$ cat src/rtl/seg_pkg.sv
// Shared constants for the seven-segment display blocks: digit count,
// active-low hex font (bit 6 = a .. bit 0 = g) and the all-off pattern.
package seg_pkg;

  localparam int NUM_DIGITS = 8;

  localparam logic [6:0] SEG_BLANK = 7'h7F;

  localparam logic [6:0] FONT [16] = '{
    7'b0000001, 7'b1001111, 7'b0010010, 7'b0000110,
    7'b1001100, 7'b0100100, 7'b0100000, 7'b0001111,
    7'b0000000, 7'b0000100, 7'b0001000, 7'b1100000,
    7'b0110001, 7'b1000010, 7'b0110000, 7'b0111000
  };

  // True when every digit from position idx up to the top digit is zero.
  function automatic logic upper_all_zero(input logic [31:0] dig, input logic [2:0] idx);
    logic nz;
    nz = 1'b0;
    for (int i = 0; i < NUM_DIGITS; i++) begin
      if ((i >= int'(idx)) && (dig[4*i +: 4] != 4'h0)) begin
        nz = 1'b1;
      end else begin
        nz = nz;
      end
    end
    return !nz;
  endfunction

endpackage

$ cat src/rtl/seg_scan_driver_hex_to_seg_n.sv
// Combinational 4-bit hex to active-low seven-segment decoder.
module hex_to_seg_n
  import seg_pkg::*;
(
  input  logic [3:0] hex,
  output logic [6:0] seg_n
);

  // Look the nibble up in the shared font table.
  always_comb begin
    seg_n = FONT[hex];
  end

endmodule

$ cat src/rtl/seg_scan_driver.sv
// Time-multiplexed 8-digit common-anode seven-segment driver with a
// frame-synchronous double buffer and dead time at each digit change.
module seg_scan_driver
  import seg_pkg::*;
#(
  parameter int DIV_W     = 17,
  parameter int BLANK_CYC = 64
) (
  input  logic        clk,
  input  logic        rst_n,
  input  logic [31:0] digits,
  input  logic [7:0]  dp_in,
  input  logic [7:0]  digit_en,
  input  logic        lz_en,
  input  logic        load,
  output logic [7:0]  an_n,
  output logic [6:0]  seg_n,
  output logic        dp_n,
  output logic        frame_tick
);

  localparam logic [DIV_W-1:0] BLANK_V = DIV_W'(BLANK_CYC);
  localparam logic [DIV_W-1:0] ONE_V   = DIV_W'(1);
  localparam logic [DIV_W-1:0] ZERO_V  = {DIV_W{1'b0}};

  logic [DIV_W-1:0] pre_r, pre_nxt_s;
  logic [2:0]       idx_r, idx_nxt_s;
  logic [DIV_W-1:0] blk_r, blk_nxt_s;
  logic [31:0]      shd_dig_r, shd_dig_nxt_s;
  logic [7:0]       shd_dp_r, shd_dp_nxt_s;
  logic [31:0]      act_dig_r, act_dig_nxt_s;
  logic [7:0]       act_dp_r, act_dp_nxt_s;
  logic             pending_r, pending_nxt_s;

  logic             tc_s;
  logic             wrap_s;
  logic [3:0]       nib_s;
  logic [6:0]       font_s;
  logic             suppress_s;
  logic [7:0]       an_nxt_s;
  logic [6:0]       seg_nxt_s;
  logic             dp_nxt_s;

  assign tc_s   = &pre_r;
  assign wrap_s = tc_s && (idx_r == 3'd7);

  // Scan, blank and double-buffer next-state logic.
  always_comb begin
    pre_nxt_s     = pre_r + ONE_V;
    idx_nxt_s     = idx_r;
    blk_nxt_s     = blk_r;
    shd_dig_nxt_s = shd_dig_r;
    shd_dp_nxt_s  = shd_dp_r;
    act_dig_nxt_s = act_dig_r;
    act_dp_nxt_s  = act_dp_r;
    pending_nxt_s = pending_r;

    if (tc_s) begin
      idx_nxt_s = idx_r + 3'd1;
      blk_nxt_s = BLANK_V;
    end else if (blk_r != ZERO_V) begin
      blk_nxt_s = blk_r - ONE_V;
    end else begin
      blk_nxt_s = blk_r;
    end

    if (load) begin
      shd_dig_nxt_s = digits;
      shd_dp_nxt_s  = dp_in;
      pending_nxt_s = 1'b1;
    end else begin
      pending_nxt_s = pending_r;
    end

    // A load in the wrap cycle goes straight to the active copy.
    if (wrap_s) begin
      if (load) begin
        act_dig_nxt_s = digits;
        act_dp_nxt_s  = dp_in;
      end else if (pending_r) begin
        act_dig_nxt_s = shd_dig_r;
        act_dp_nxt_s  = shd_dp_r;
      end else begin
        act_dig_nxt_s = act_dig_r;
        act_dp_nxt_s  = act_dp_r;
      end
      pending_nxt_s = 1'b0;
    end else begin
      act_dig_nxt_s = act_dig_r;
      act_dp_nxt_s  = act_dp_r;
    end
  end

  assign nib_s = act_dig_nxt_s[{idx_nxt_s, 2'b00} +: 4];

  hex_to_seg_n u_dec (
    .hex   (nib_s),
    .seg_n (font_s)
  );

  assign suppress_s = lz_en && (idx_nxt_s != 3'd0) && upper_all_zero(act_dig_nxt_s, idx_nxt_s);

  // Output pattern for the digit that will be current after this edge.
  always_comb begin
    an_nxt_s  = 8'hFF;
    seg_nxt_s = SEG_BLANK;
    dp_nxt_s  = 1'b1;

    if (blk_nxt_s != ZERO_V) begin
      an_nxt_s = 8'hFF;
    end else if (digit_en[idx_nxt_s]) begin
      an_nxt_s = ~(8'd1 << idx_nxt_s);
    end else begin
      an_nxt_s = 8'hFF;
    end

    if (suppress_s) begin
      seg_nxt_s = SEG_BLANK;
      dp_nxt_s  = 1'b1;
    end else begin
      seg_nxt_s = font_s;
      dp_nxt_s  = ~act_dp_nxt_s[idx_nxt_s];
    end
  end

  // Scan counters and digit buffers.
  always_ff @(posedge clk or negedge rst_n) begin
    if (!rst_n) begin
      pre_r     <= ZERO_V;
      idx_r     <= 3'd0;
      blk_r     <= BLANK_V;
      shd_dig_r <= 32'h0000_0000;
      shd_dp_r  <= 8'h00;
      act_dig_r <= 32'h0000_0000;
      act_dp_r  <= 8'h00;
      pending_r <= 1'b0;
    end else begin
      pre_r     <= pre_nxt_s;
      idx_r     <= idx_nxt_s;
      blk_r     <= blk_nxt_s;
      shd_dig_r <= shd_dig_nxt_s;
      shd_dp_r  <= shd_dp_nxt_s;
      act_dig_r <= act_dig_nxt_s;
      act_dp_r  <= act_dp_nxt_s;
      pending_r <= pending_nxt_s;
    end
  end

  // Registered display outputs; the frame tick marks the edge idx returns to 0.
  always_ff @(posedge clk or negedge rst_n) begin
    if (!rst_n) begin
      an_n       <= 8'hFF;
      seg_n      <= SEG_BLANK;
      dp_n       <= 1'b1;
      frame_tick <= 1'b0;
    end else begin
      an_n       <= an_nxt_s;
      seg_n      <= seg_nxt_s;
      dp_n       <= dp_nxt_s;
      frame_tick <= wrap_s;
    end
  end

endmodule

$ cat config.mk
export PLATFORM = sky130hd
export DESIGN_NAME = seg_scan_driver
export DESIGN_NICKNAME = d
export VERILOG_FILES = /design/src/rtl/seg_pkg.sv /design/src/rtl/seg_scan_driver_hex_to_seg_n.sv /design/src/rtl/seg_scan_driver.sv
export SDC_FILE = /design/constraint.sdc
export NUM_CORES = 1
export LEC_CHECK = 0
export ABC_AREA = 1
export CORE_MARGIN = 2
export CORE_UTILIZATION = 62
export CTS_CLUSTER_SIZE = 14
export DETAILED_ROUTE_END_ITERATION = 10
export GPL_ROUTABILITY_DRIVEN = 0
export GPL_TIMING_DRIVEN = 1
export HOLD_SLACK_MARGIN = 0.15
export MAX_ROUTING_LAYER = met4
export PLACE_DENSITY = 0.86
export SLEW_MARGIN = 10
export SYNTH_ARGS = -nofsm -noshare
export SYNTH_HDL_FRONTEND = slang
export SYNTH_SLANG_ARGS = --single-unit
export TNS_END_PERCENT = 20
$ cat constraint.sdc
create_clock -name clk -period 7.1 [get_ports clk]
set_clock_uncertainty 0.1 [all_clocks]
set_input_delay 0.71 -clock clk [delete_from_list [all_inputs] [get_ports clk]]
set_output_delay 0.71 -clock clk [all_outputs]
set_load 0.01 [all_outputs]
[After elaboration in Yosys (flattened, before gate mapping)]
Memories as Yosys holds them, arrays and structs flattened.
Cells that the tools add are included.
Word-level totals
  ROM bits: 112
  register bits after elaboration: 135
  output and inout bits: 17
  memories: 1
  bits of input ports: 52
Memory list
  (no name shown): depth 16, bits a word 7, read ports 1, clocked after Yosys merged registers in 0, wr ports 0, line seg_scan_driver_hex_to_seg_n.sv:11  | seg_n = FONT[hex];
Cells by class
  mux-type cells: 29
  magnitude comparators: 9
  shift operators: 2
  add/sub/neg operators: 3
  equality and inequality tests: 1
  bitwise gates (word level): 3
  reductions and logical operators: 24
Operators by type and width (count)
  $mux W32: 3
  $mux W8: 5
  $mux W17: 2
  $reduce_bool A17 Y1: 2
  $reduce_bool A4 Y1: 8
  $shiftx A32 B6 Y4: 1
  $mux W7: 3
  $add A17 B1 Y17 const B: 1
  $reduce_and A17 Y1: 1
  $sub A17 B1 Y17 const B: 1
  $mux W1: 13
  $logic_and A1 B1 Y1: 10
  $ge A3 B3 Y1 const A: 3
  $not A8 Y8: 1
  $shl A1 B3 Y8 const A: 1
  $bmux W1 S3: 2
  $ge A1 B3 Y1 const A: 2
  $ge A2 B3 Y1 const A: 2
  $ge A5 B5 Y1 const B: 1
  $not A4 Y5: 1
  $lt A3 B4 Y1 const B: 1
  $add A3 B1 Y3 const B: 1
  $eq A3 B3 Y1 const B: 1
  $mux W3: 1
  4 further kinds: 4

[Longest topological paths before layout]
  depth in word-level cells: 16
  depth in mapped cells: 27
  depth with buffers taken out: 24

[By module]
From an unflattened synthesis, not the netlist that was laid out.
Unflattened totals
  cells, all modules: 827
  area total of the unflattened synthesis: 6725.2 um^2
Modules (own cells, without submodules)
  seg_scan_driver: cells each 778, times used 1, area an instance 6451.2 um^2
  hex_to_seg_n: cells each 49, times used 1, area an instance 274.0 um^2

[Worst setup path after synthesis]
No wires, ideal clock.
  path type: register to register
  start point: reg pre_r[0]
  end point: reg seg_n[3]
  path slack: 3539 ps
  clock period less this slack: 3561 ps
  data required time: 6940 ps
  cell stages (with the launch flop): 26
  data arrival time: 3401 ps
  path through: dfrtp_1 -> ha_1 -> nand2_1 -> nor3b_1 -> nand3_1 -> nor2_1 -> nand2_1 -> nor4b_1 -> ha_1 -> buf_6 -> nand2_4 -> clkinv_4 -> nand2_2 -> buf_6 -> buf_6 -> o21ai_2 -> inv_1 -> nand2_1 -> nand4_1 -> nor2_1 -> ha_1 -> inv_1 -> nand3_2 -> nand2_1 -> inv_1 -> nand2_1
On the way
  elaborated cells on any way between the ends: 44
RTL lines
  start, declared: line seg_scan_driver.sv:26  | logic [DIV_W-1:0] pre_r, pre_nxt_s;
  start signal, assigned: line seg_scan_driver.sv:138  | pre_r <= pre_nxt_s;
  $reduce_and A17 Y1 (*): line seg_scan_driver.sv:44  | assign tc_s = &pre_r;
  $logic_and A1 B1 Y1 (*): line seg_scan_driver.sv:45  | assign wrap_s = tc_s && (idx_r == 3'd7);
  via wrap_s: line seg_scan_driver.sv:36  | logic wrap_s;
  $mux W32 (*): line seg_scan_driver.sv:76  | if (wrap_s) begin
  via act_dig_nxt_s[12]: line seg_scan_driver.sv:31  | logic [31:0] act_dig_r, act_dig_nxt_s;
  branches (longest 9 deep; another with $mem_v2 Z16 W7)
  $mux W7 (*): line seg_scan_driver.sv:117  | if (suppress_s) begin
  via seg_nxt_s[3]: line seg_scan_driver.sv:41  | logic [6:0] seg_nxt_s;
  end signal, assigned: line seg_scan_driver.sv:158  | seg_n <= seg_nxt_s;
  end, declared: line seg_scan_driver.sv:17  | output logic [6:0] seg_n,
Mark *: on every way through the listed nets, which the timed path passes. The select of a mux whose other input is x is not followed.
A chain may end at the register's enable or synchronous reset.

[Final worst setup path]
  start point: reg pre_r[0]
  end point: reg seg_n[3]
On the way
  elaborated cells on any way between the ends: 44
RTL lines (line)
  $reduce_and A17 Y1 (*): seg_scan_driver.sv:44
  $logic_and A1 B1 Y1 (*): seg_scan_driver.sv:45
  $mux W32 (*): seg_scan_driver.sv:76
  via act_dig_nxt_s[13]: seg_scan_driver.sv:31
  branches (longest 9 deep; another with $mem_v2 Z16 W7)
  $mux W7 (*): seg_scan_driver.sv:117
  via seg_nxt_s[3]: seg_scan_driver.sv:41
Marked as above.

==> summary.md <==
| Metric | Value |
|---|---|
| Comb pwr share | `7.6%` |
| GR Overflow Total | `0` |
| Final period utilization | `65.7%` |
| Hold-fix buffer count after cts | `0` |
| CTS Sinks | `135` |
| Placed Instances | `1049` |
| Syn nets | `922` |
| Setup violators final | `0` |
| Die area | `11700 µm²` |
| Worst slew pin tran | `1.03 ns` |
| Vias in the first global route | `5458` |
| Fin cells | `1081` |
| Placed cell area | `7470 µm²` |
| Net Sw Power | `0.000390 W` |
| Vias after detailed routing | `5715` |
| Peak Freq | `214 MHz` |
| Post-Route WL | `15500 µm` |
| CTS Buffer Depth | `2` |
| Initial Util | `62.7%` |
| Max-slew violations | `0` |
| CP Capture Type | `flop` |
| First-pass detailed-route iteration total | `5` |
| Crit path required time | `7.48 ns` |
| Rows | `38` |
| Crit path kind | `flop to flop` |
| Power density over the cells | `213 nW/µm²` |
| Slowest CP cell | `nor2_2` |
| Synthesized area | `6740 µm²` |
| Area growth syn-to-layout | `18.3%` |
| # DRC | `0` |
| Post-CTS sizing | `0` |
| Leading cell type in the layout, fill and taps excluded | `nand2_1` |
| Nets | `992` |
| Arrival time worst endpoint | `5.05 ns` |
| Fin area | `7980 µm²` |
| Yosys warns | `0` |
| Crit-path cells | `ha_1 > nand2_1 > nor3b_1 > nand3_1 > nor2_1 > nand2_1 > nor4b_1 > ha_1 > nand2_4 > nor2_2 > o21ai_0 > nand2_1 > nand2_1 > nor2_1 > inv_1 > nor2_2 > ha_1 > nand3_1 > nor2_1 > a21oi_1 > nand2_1` |
| Power share of the clock group | `44.6%` |
| Chip width | `108 µm` |
| Remaining antenna violation count | `0` |
| Total CTS buffers | `17` |
| Post-route core utilization | `74.2%` |
| Initial antenna violation count | `0` |
| Vias/cell | `5.29` |
| Sequential fraction of the synthesis area | `50.4%` |
| Chip height | `108 µm` |
| Hold WC Path Type | `input pin to asynchronous set/reset pin` |
| H-tree Lvls | `4` |
| Seq pwr share | `47.8%` |
| Dpl ws | `2.49 ns` |
| Global-route wire length before repair | `25900 µm` |
| Critical path's most frequent cell | `nand2_1` |
| Cell count after synthesis | `858` |
| Syn Area/Cell | `7.86 µm²` |
| Worst Path Buf+Inv | `1` |
| Max-cap violations | `0` |
| Period minus WS final | `4.67 ns` |
| Unique masters post-synth | `37` |
| Synthesized flop and latch total | `135` |
| Setup bufs post-CTS | `0` |
| Largest net degree at the start of global routing | `77` |
| I/O Buffers | `68` |
| Iteration-0 DRC Markers | `423` |
| Most frequent cells in the layout | `nand2_1 (355), dfrtp_1 (118), nor2_1 (100)` |
| Worst setup margin | `2.43 ns` |
| Reg clk slew, reported paths | `0.06 ns` |
| Status | `finished clean` |
| Gr usage total | `29.7%` |
| Antenna fix cells | `0` |
| Relative slew slack | `31.4%` |
| CP max stage delay | `0.80 ns` |
| Routed length per instance | `14.3 µm` |
| CORE AREA | `10700 µm²` |
| Switching share of power | `22.9%` |
| Clk_lat worst skew | `0.54 ns` |
| CTS tree | `done` |
| Fillers | `780` |
| Int Power | `0.00131 W` |
| Crit-path max FO | `25` |
| Root buf cell | `clkbuf_8` |
| Leakage | `4.30 nW` |
| RSZ-0062 raised after global routing | `false` |
| TNS Setup | `0 ns` |
| Top Family by Delay on Critical Path | `simple AND/OR/NAND/NOR gates` |
| Share of layout cells above drive strength 1 | `9.25%` |
| I/O pin count | `69` |
| Final Hold Fails | `0` |
| Dpl hpwl | `10600 µm` |
| CP startpoint kind | `flop` |
| Peak supply drop | `0.184 mV` |
-- final cells by class --
class | count | area, µm² | share of cell area, %
inverter | 77 | 294 | 3.69
clock buffer | 27 | 482 | 6.04
clock inverter | 5 | 25.0 | 0.314
tap | 140 | 175 | 2.20
sequential | 135 | 3400 | 42.6
multi-input combinational | 625 | 2890 | 36.3
timing repair buffer | 72 | 708 | 8.88
-- layer usage --
layer / vias up / global-route usage (%) / routed length [µm]
met5: - / - / 0
met4: 0 / 13.7 / 462
met3: 45 / 5.00 / 1030
met2: 236 / 45.2 / 7190
met1: 2646 / 39.3 / 6830
li1: 2788 / - / -
-- cell families (layout without fill, tap and decap cells) --
family / count (synthesis) / in the layout / share of synthesized area [%]
simple gates: 554 / 554 / 34.4
flops: 135 / 135 / 50.4
buf+inv: 98 / 181 / 6.65
compound gates: 36 / 36 / 3.04
xor+xnor: 23 / 23 / 3.21
fa+ha+maj: 12 / 12 / 2.23
-- power groups by stage --
stage / combinational (W) / clock (W) / sequential [W]
5_1_grt: 0.000146 / 0.000795 / 0.000816
6_report: 0.000129 / 0.000760 / 0.000814
3_5_place_dp: 0.000127 / 0 / 0.000826
2_1_floorplan: 0.0000594 / 0 / 0.000826
4_1_cts: 0.000130 / 0.000768 / 0.000814
3_3_place_gp: 0.000126 / 0 / 0.000825
-- stage by stage --
step           power [W]  hold slack (ns)
2_1_floorplan   0.000886            0.314
3_3_place_gp    0.000951            0.333
3_5_place_dp    0.000954            0.353
4_1_cts          0.00171            0.254
5_1_grt          0.00176            0.321
6_report         0.00170            0.236
-- cell usage after synthesis (all sizes together) --
cell type | number | area share [%]
a21oi | 3 | 0.22
a31oi | 8 | 0.74
and2 | 1 | 0.093
buf | 19 | 2.2
clkbuf | 2 | 0.11
clkinv | 2 | 0.19
dfrtp | 118 | 44
dfstp | 17 | 6.6
ha | 12 | 2.2
inv | 75 | 4.2
nand2 | 370 | 21
nand3 | 55 | 4.4
nand3b | 4 | 0.45
nand4 | 3 | 0.28
nor2 | 111 | 7.0
nor3 | 8 | 0.59
nor3b | 1 | 0.11
nor4b | 1 | 0.13
o211ai | 1 | 0.11
o21a | 2 | 0.22
o21ai | 22 | 1.7
xnor2 | 6 | 0.89
xor2 | 17 | 2.3
-- final timing paths --
kind                        startpoint  cells past startpoint  slack, ns             to
min in group clk           shd_dp_r[3]                      2       0.37    shd_dp_r[3]
setup / recovery              pre_r[0]                     21       2.43       seg_n[3]
hold / removal                   rst_n                      1       0.24       pre_r[5]
setup reg to reg              pre_r[0]                     21       2.43       seg_n[3]
hold reg to reg            shd_dp_r[3]                      2       0.37    shd_dp_r[3]
max in group asynchronous        rst_n                      2       5.39  act_dig_r[25]
-- state kept, by name, indices dropped and copies added, names as in the netlist --
register and count:
dp_n 1, an_n 8, blk_r 17, pending_r 1, seg_n 7, frame_tick 1, idx_r 3, act_dig_r 32
shd_dp_r 8, shd_dig_r 32, pre_r 17, act_dp_r 8
Note: power is estimated with default switching activity, not from simulation.
